===== src/rtl/gcd_pkg.sv =====
// Shared definitions for the GCD job controller: controller states and default operand width.
package gcd_pkg;

    localparam int unsigned GcdWidth = 16;

    typedef enum logic [1:0] {
        StIdle,
        StIssue,
        StRelease,
        StResp
    } gcd_state_e;

endpackage


===== src/rtl/gcd_sat_counter.sv =====
// Saturating up-counter; clr wins over inc, and the count sticks at all-ones.
module gcd_sat_counter #(
    parameter int unsigned CNT_W = 16
) (
    input  logic             clk,
    input  logic             rst,
    input  logic             clr,
    input  logic             inc,
    output logic [CNT_W-1:0] count
);

    logic [CNT_W-1:0] count_q, count_d;

    always_comb begin
        count_d = count_q;
        if (clr) begin
            count_d = '0;
        end else if (inc && (count_q != '1)) begin
            count_d = count_q + 1'b1;
        end
    end

    always_ff @(posedge clk) begin
        if (rst) begin
            count_q <= '0;
        end else begin
            count_q <= count_d;
        end
    end

    assign count = count_q;

endmodule


===== src/rtl/gcd_job_ctrl.sv =====
// Job wrapper around an external GCD core: accepts operand pairs, bypasses zero operands,
// runs the core, waits for it to drop done, and holds the result until consumed.
module gcd_job_ctrl
    import gcd_pkg::*;
#(
    parameter int unsigned WIDTH = GcdWidth,
    parameter int unsigned CNT_W = 16
) (
    input  logic             clk,
    input  logic             rst,
    input  logic             in_valid,
    output logic             in_ready,
    input  logic [WIDTH-1:0] in_x,
    input  logic [WIDTH-1:0] in_y,
    output logic             gcd_go,
    output logic [WIDTH-1:0] gcd_x,
    output logic [WIDTH-1:0] gcd_y,
    input  logic             gcd_done,
    input  logic [WIDTH-1:0] gcd_result,
    output logic             out_valid,
    input  logic             out_ready,
    output logic [WIDTH-1:0] out_gcd,
    output logic             out_err,
    output logic [CNT_W-1:0] out_cycles
);

    gcd_state_e       state_q, state_d;
    logic [WIDTH-1:0] x_q, x_d, y_q, y_d, res_q, res_d;
    logic             err_q, err_d;
    logic             cnt_clr;
    logic             in_zero;

    assign in_zero = (in_x == '0) || (in_y == '0);

    always_comb begin
        state_d = state_q;
        x_d     = x_q;
        y_d     = y_q;
        res_d   = res_q;
        err_d   = err_q;
        cnt_clr = 1'b0;
        unique case (state_q)
            StIdle: begin
                if (in_valid) begin
                    x_d     = in_x;
                    y_d     = in_y;
                    cnt_clr = 1'b1;
                    // Zero operands never reach the core; the answer is known already.
                    if (in_zero) begin
                        res_d   = in_x | in_y;
                        err_d   = (in_x == '0) && (in_y == '0);
                        state_d = StResp;
                    end else begin
                        state_d = StIssue;
                    end
                end
            end
            StIssue: begin
                if (gcd_done) begin
                    res_d   = gcd_result;
                    err_d   = 1'b0;
                    state_d = StRelease;
                end
            end
            StRelease: begin
                if (!gcd_done) begin
                    state_d = StResp;
                end
            end
            StResp: begin
                if (out_ready) begin
                    state_d = StIdle;
                end
            end
            default: state_d = StIdle;
        endcase
    end

    always_ff @(posedge clk) begin
        if (rst) begin
            state_q <= StIdle;
            x_q     <= '0;
            y_q     <= '0;
            res_q   <= '0;
            err_q   <= 1'b0;
        end else begin
            state_q <= state_d;
            x_q     <= x_d;
            y_q     <= y_d;
            res_q   <= res_d;
            err_q   <= err_d;
        end
    end

    gcd_sat_counter #(
        .CNT_W(CNT_W)
    ) u_busy_cnt (
        .clk  (clk),
        .rst  (rst),
        .clr  (cnt_clr),
        .inc  (state_q == StIssue),
        .count(out_cycles)
    );

    assign in_ready  = (state_q == StIdle);
    assign gcd_go    = (state_q == StIssue);
    assign out_valid = (state_q == StResp);
    assign gcd_x     = x_q;
    assign gcd_y     = y_q;
    assign out_gcd   = res_q;
    assign out_err   = err_q;

endmodule


===== config.mk =====
export PLATFORM = sky130hd
export DESIGN_NAME = gcd_job_ctrl
export DESIGN_NICKNAME = d
export VERILOG_FILES = /design/src/rtl/gcd_pkg.sv /design/src/rtl/gcd_sat_counter.sv /design/src/rtl/gcd_job_ctrl.sv
export SDC_FILE = /design/constraint.sdc
export NUM_CORES = 1
export LEC_CHECK = 0
export BUFFER_PORTS_ARGS = -buffer_cell sky130_fd_sc_hd__buf_4
export CAP_MARGIN = 10
export CORE_ASPECT_RATIO = 0.75
export CORE_MARGIN = 1.5
export CORE_UTILIZATION = 34
export DETAILED_ROUTE_END_ITERATION = 8
export HOLD_SLACK_MARGIN = 0.08
export PLACE_DENSITY = 0.61
export REMOVE_ABC_BUFFERS = 1
export SLEW_MARGIN = 20
export SYNTH_ARGS = -nofsm -noshare
export SYNTH_HDL_FRONTEND = slang
export SYNTH_HIERARCHICAL = 1
export SYNTH_SLANG_ARGS = --single-unit

===== constraint.sdc =====
create_clock -name clk -period 4.03 [get_ports clk]
set_clock_uncertainty 0.05 [all_clocks]
set_input_delay 0.806 -clock clk [delete_from_list [all_inputs] [get_ports clk]]
set_output_delay 0.806 -clock clk [all_outputs]
set_load 0.01 [all_outputs]

After elaboration in Yosys (flattened, before gate mapping)
Cells that the tools add are included.
{"block": "word_totals", "latch_bits": 0, "memories": 0, "ramBits": 0, "rom_bits": 0, "register_bits": 67, "inputBits": 53, "output_inout_bits": 68, "word_cells": 44}
{"block": "op_classes", "n_bitwise": 1, "n_mux": 16, "shift": 0, "n_mul": 0, "n_div": 0, "reduce_logical": 11, "n_lt_le_gt_ge": 0, "add_sub_neg": 1, "n_eq_ne": 9}
{"operator": "$mux 16", "count": 3}
{"operator": "$logic_not 16->1", "count": 2}
{"operator": "$pmux 16 s2", "count": 1}
{"operator": "$add 16x1->16 const B", "count": 1}
{"operator": "$ne 16x16->1 const B", "count": 1}
{"operator": "$or 16x16->16", "count": 1}
{"operator": "$mux 2", "count": 5}
{"operator": "$pmux 2 s4", "count": 1}
{"operator": "$reduce_and 4->1", "count": 2}
{"operator": "$ne 2x2->1 const B", "count": 3}
{"operator": "$mux 1", "count": 5}
{"operator": "$eq 2x2->1 const B", "count": 2}
{"operator": "$ne 2x1->1 const B", "count": 2}
{"operator": "$eq 2x1->1 const B", "count": 1}
{"operator": "$logic_and 1x1->1", "count": 2}
{"operator": "$logic_not 2->1", "count": 1}
{"operator": "$pmux 1 s2", "count": 1}
{"operator": "$reduce_and 2->1", "count": 1}
{"operator": "$reduce_bool 2->1", "count": 1}
{"operator": "$reduce_or 2->1", "count": 1}
{"operator": "$logic_or 1x1->1", "count": 1}

Longest topological paths before layout
{"block": "depth", "depth_word": 5, "ltp_mapped": 9, "mapped_depth_nobuf": 7}

Cells and area by module
The synthesis kept the hierarchy.
{"module": "gcd_job_ctrl", "instances": 1, "seq_area_each_um2": 1021.0, "cells_per_inst": 267, "area_per_inst_um2": 2228.4}
{"module": "gcd_sat_counter", "instances": 1, "seq_area_each_um2": 320.3, "cells_per_inst": 102, "area_per_inst_um2": 917.1}

Worst setup path before layout
OpenSTA, ideal clock, no wires.
{"block": "synth_path", "path_type": "input to register", "startpoint": "in in_valid", "endpoint": "reg u_busy_cnt.count_q[7], in the netlist u_busy_cnt/count[7]", "arrival_ns": 2.112, "stages": 7, "required_ns": 3.906, "setup_ns": 0.074, "setup_slack_ns": 1.794, "path_buffers": 2, "cell_sequence": "nand2_1 > inv_1 > buf_1 > or2_1 > buf_1 > or3_1 > o21ai_0"}
{"block": "synth_between", "elab_chain_len": 3}
{"item": "from (decl)", "line_no": "gcd_job_ctrl.sv:11", "rtl": "input logic in_valid,"}
{"item": "$mux 1", "line_no": "gcd_job_ctrl.sv:44", "rtl": "if (in_valid) begin"}
{"item": "$mux 1", "line_no": "gcd_job_ctrl.sv:42", "rtl": "unique case (state_q)"}
{"item": "via cnt_clr", "line_no": "gcd_job_ctrl.sv:30", "rtl": "logic cnt_clr;"}
{"item": "$reduce_or 2->1 (no source line)"}
{"item": "to (signal assigned)", "line_no": "gcd_sat_counter.sv:27", "rtl": "count_q <= count_d;"}
{"item": "to (decl)", "line_no": "gcd_sat_counter.sv:12", "rtl": "logic [CNT_W-1:0] count_q, count_d;"}
The timed path passes the listed nets, and every way through them passes these cells.
A chain may end at the register's enable or synchronous reset.

Worst setup path after layout
{"block": "layout_path", "startpoint": "reg state_q[0]", "endpoint": "reg u_busy_cnt.count_q[2], in the netlist u_busy_cnt/count[2]"}
{"block": "layout_between", "elab_chain_len": 3, "word_cells_on_any_way": 5, "classes_between": "eq/ne (1); mux (1); reduce/logical (3)"}
{"item": "from (decl)", "line_no": "gcd_job_ctrl.sv:27", "rtl": "gcd_state_e state_q, state_d;"}
{"item": "from (signal assigned)", "line_no": "gcd_job_ctrl.sv:81", "rtl": "state_q <= StIdle;"}
{"item": "from (signal assigned)", "line_no": "gcd_job_ctrl.sv:87", "rtl": "state_q <= state_d;"}
{"item": "$logic_not 2->1", "line_no": "gcd_job_ctrl.sv:42"}
{"item": "$mux 1", "line_no": "gcd_job_ctrl.sv:42"}
{"item": "$reduce_or 2->1 (no source line)"}
Several ways; a longest one is shown, not always the timed one.

==> out/qor.yml <==
detailed_routing:
  post_drt_wl_per_cell_um: 16.1
  vias_per_cell: 5.11
  route.detailed.drc: 0
  drt_wl_total_um: 9590
  dr.pass1.iters: 4
  num_vias: 3050
  ant_nets: 0
  drtIter0Drc: 207
placement:
  hpwl_um: 7040
  port_buffers: 120
  place_congestion: 0.777
pwr:
  power.leakage_nw: 1.91
  p_per_area_nw_per_um2: 523
  fin_total_pwr_mw: 2.27
  peakVddDrop_mv: 0.203
clock_network:
  cts_setup_buffers: 0
  cts_buffer_depth: 2
  cts_tree: "yes"
  clock_latency_ns: 0.33
  htree_levels: 3
  ctsHoldBuffers: 0
  cts_sinks: 67
  cts_buffers: 9
  cts_root_buf: "clkbuf_16"
  clkSlewWorstSetupHoldPaths_ns: 0.06
  post_cts_resized: 0
setup_path:
  arrival_ns: 2.96
  worstPathRequired_ns: 4.24
  cp-start-kind: "flop"
  cp_max_fo: 21
  reg2reg_from: "state_q[0]"
  end_kind: "flop"
  crit_type: "reg2reg"
  ff2ff_path_depth: 7
  reg2reg_setup_slack_ns: 1.28
  timing.rr.end: "u_busy_cnt/count[2]"
hold_path:
  whs_path_depth: 2
  worstHoldStart: "gcd_y[13]"
  whs_endpoint: "gcd_y[13]"
  hp-class: "reg2reg"
logic_synthesis:
  syn-cell-area_um2: 3150
  yosys.area.top_type_share_pct: 42.6
  ys_seq_elements: 67
  syn-instance-count: 369
  synth_area_leader_cell: "dfxtp_1"
  yosysSeqAreaShare_pct: 42.6
  synth_area_per_cell_um2: 8.52
  synth_compound_area_share_pct: 17.1
  synth_cell_type_count: 49
  synth_edf_count: 0
  synth_mux_area_share_pct: 7.00
  synth_top_family_by_area: "simple AND/OR/NAND/NOR gates"
  synth_adder_area_share_pct: 2.39
  synth-async-reset-ratio_pct: 0
  synthTopCellsByArea: "dfxtp_1 43%, nand2_1 12%, mux2i_1 7.0%, a21oi_1 6.2%, o311ai_0 4.5%"
  synth_ff_type: "dfxtp_1"
  yosysWarningCount: 6
  yosys.area_share.simple_pct: 25.7
  yosys.area_share.xor_xnor_pct: 0
final_layout:
  antenna_cells: 0
  multiInputGateArea_um2: 1640
  final_cell_mix: "123 x buf_4, 98 x nand2_1, 67 x dfxtp_1, 39 x a21oi_1, 22 x mux2i_1"
  syn_to_final_growth_pct: 38.1
  regArea_um2: 1340
  fillerInstances: 883
  drive_gt1_share_pct: 31.5
  nets: 539
  final_common_cell: "buf_4"
  postLayoutCoreUtil_pct: 48.2
timing:
  post-route-period-util_pct: 68.4
  setup_tns_ns: 0
  relSlewSlack_pct: 31.6
  finalSetupViolCount: 0
  tightest_slew_ns: 1.03
  fin_crit_ns: 2.75
  fmaxAchievable_mhz: 363
  maxSlewViolCount: 0
  hold_violations: 0
  rsz0062_at_grt: "no"
floorplan:
  die-area_um2: 9840
  start_util_pct: 34.9
  core_area_um2: 9010
  die_w_um: 114
  ioPinCount: 121
  die_y_um: 86.3
  row_count: 30
grt:
  gr-usage-all-layers_pct: 19.9
  antenna_found_initial: 0
  globalRouteOverflowTotal: 0
  grt_max_degree: 44
  grt_pass1_vias: 2874
  grt_pass1_wl_um: 15200
flow_run:
  drv_cap: 0
run_status:
  status: "completed"
==> final cells by class <==
cell class,count,area share [%]
well taps,112,3.22
clock inverters,6,0.979
multi-input cells,272,37.8
inverters,7,0.605
clock buffers,10,5.27
flip-flops and latches,67,30.9
repair buffers,123,21.2
==> stage by stage <==
stage	instances	hold WS [ns]	worst slack [ns]	instance area, µm²
after floorplan	346	0.413	1.14	3010
after global placement	581	0.394	1.09	4070
after detailed placement	581	0.397	1.08	4070
after CTS	597	0.405	1.30	4340
after global routing	597	0.426	0.900	4350
final	597	0.403	1.28	4350
==> worst max-delay path by stage <==
stage	start	end	slack [ns]	depth (start not counted)
after global routing	state_q[0]	u_busy_cnt/count[4]	0.90	7
final	state_q[0]	u_busy_cnt/count[2]	1.28	7
after global placement	in_x[15]	out_err	1.09	6
after CTS	state_q[0]	u_busy_cnt/count[2]	1.30	7
after detailed placement	in_y[6]	out_err	1.08	6
after floorplan	in_valid	u_busy_cnt/count[7]	1.14	5
==> state kept, by name (all words and copies together), names as in the netlist <==
name / count
out_gcd: 16
out_err: 1
gcd_y: 16
state_q: 2
u_busy_cnt/count: 16
gcd_x: 16
==> worst max-delay path: stages, from the launching register on <==
cell	delay, ns
dfxtp_1	0.37
inv_1	0.11
ha_1	0.26
nand2_1	0.37
inv_1	0.41
nor2_1	0.73
o21ai_0	0.20
a31oi_1	0.18
==> logic make-up after synthesis <==
group | after synthesis
fa+ha+maj | 6
mux | 22
flops | 67
compound gates | 81
simple gates | 163
buf+inv | 30
==> Yosys cell counts (all sizes together), types with 5 or more instances <==
cell	instances
nand2	98
or3	7
inv	7
o21ai	6
a21oi	39
clkbuf	13
dfxtp	67
o311ai	16
buf	9
nand2b	16
ha	6
nor2	5
mux2i	22
nand3	5
and3	6
nor4	9
==> routing by layer <==
metal | vias up | global-route usage, % | wire (µm)
li1 | 1531 | - | -
met1 | 1400 | 29.6 | 4750
met2 | 107 | 28.0 | 3990
met3 | 12 | 4.90 | 729
met4 | 0 | 6.36 | 122
met5 | - | 0 | 0
==> report_power, final <==
group | total (mW) | internal, mW | switching (mW)
Clock | 0.710 | 0.416 | 0.295
Combinational | 0.738 | 0.312 | 0.426
Sequential | 0.826 | 0.763 | 0.0629
No activity file was read; power rests on OpenSTA's default activity.
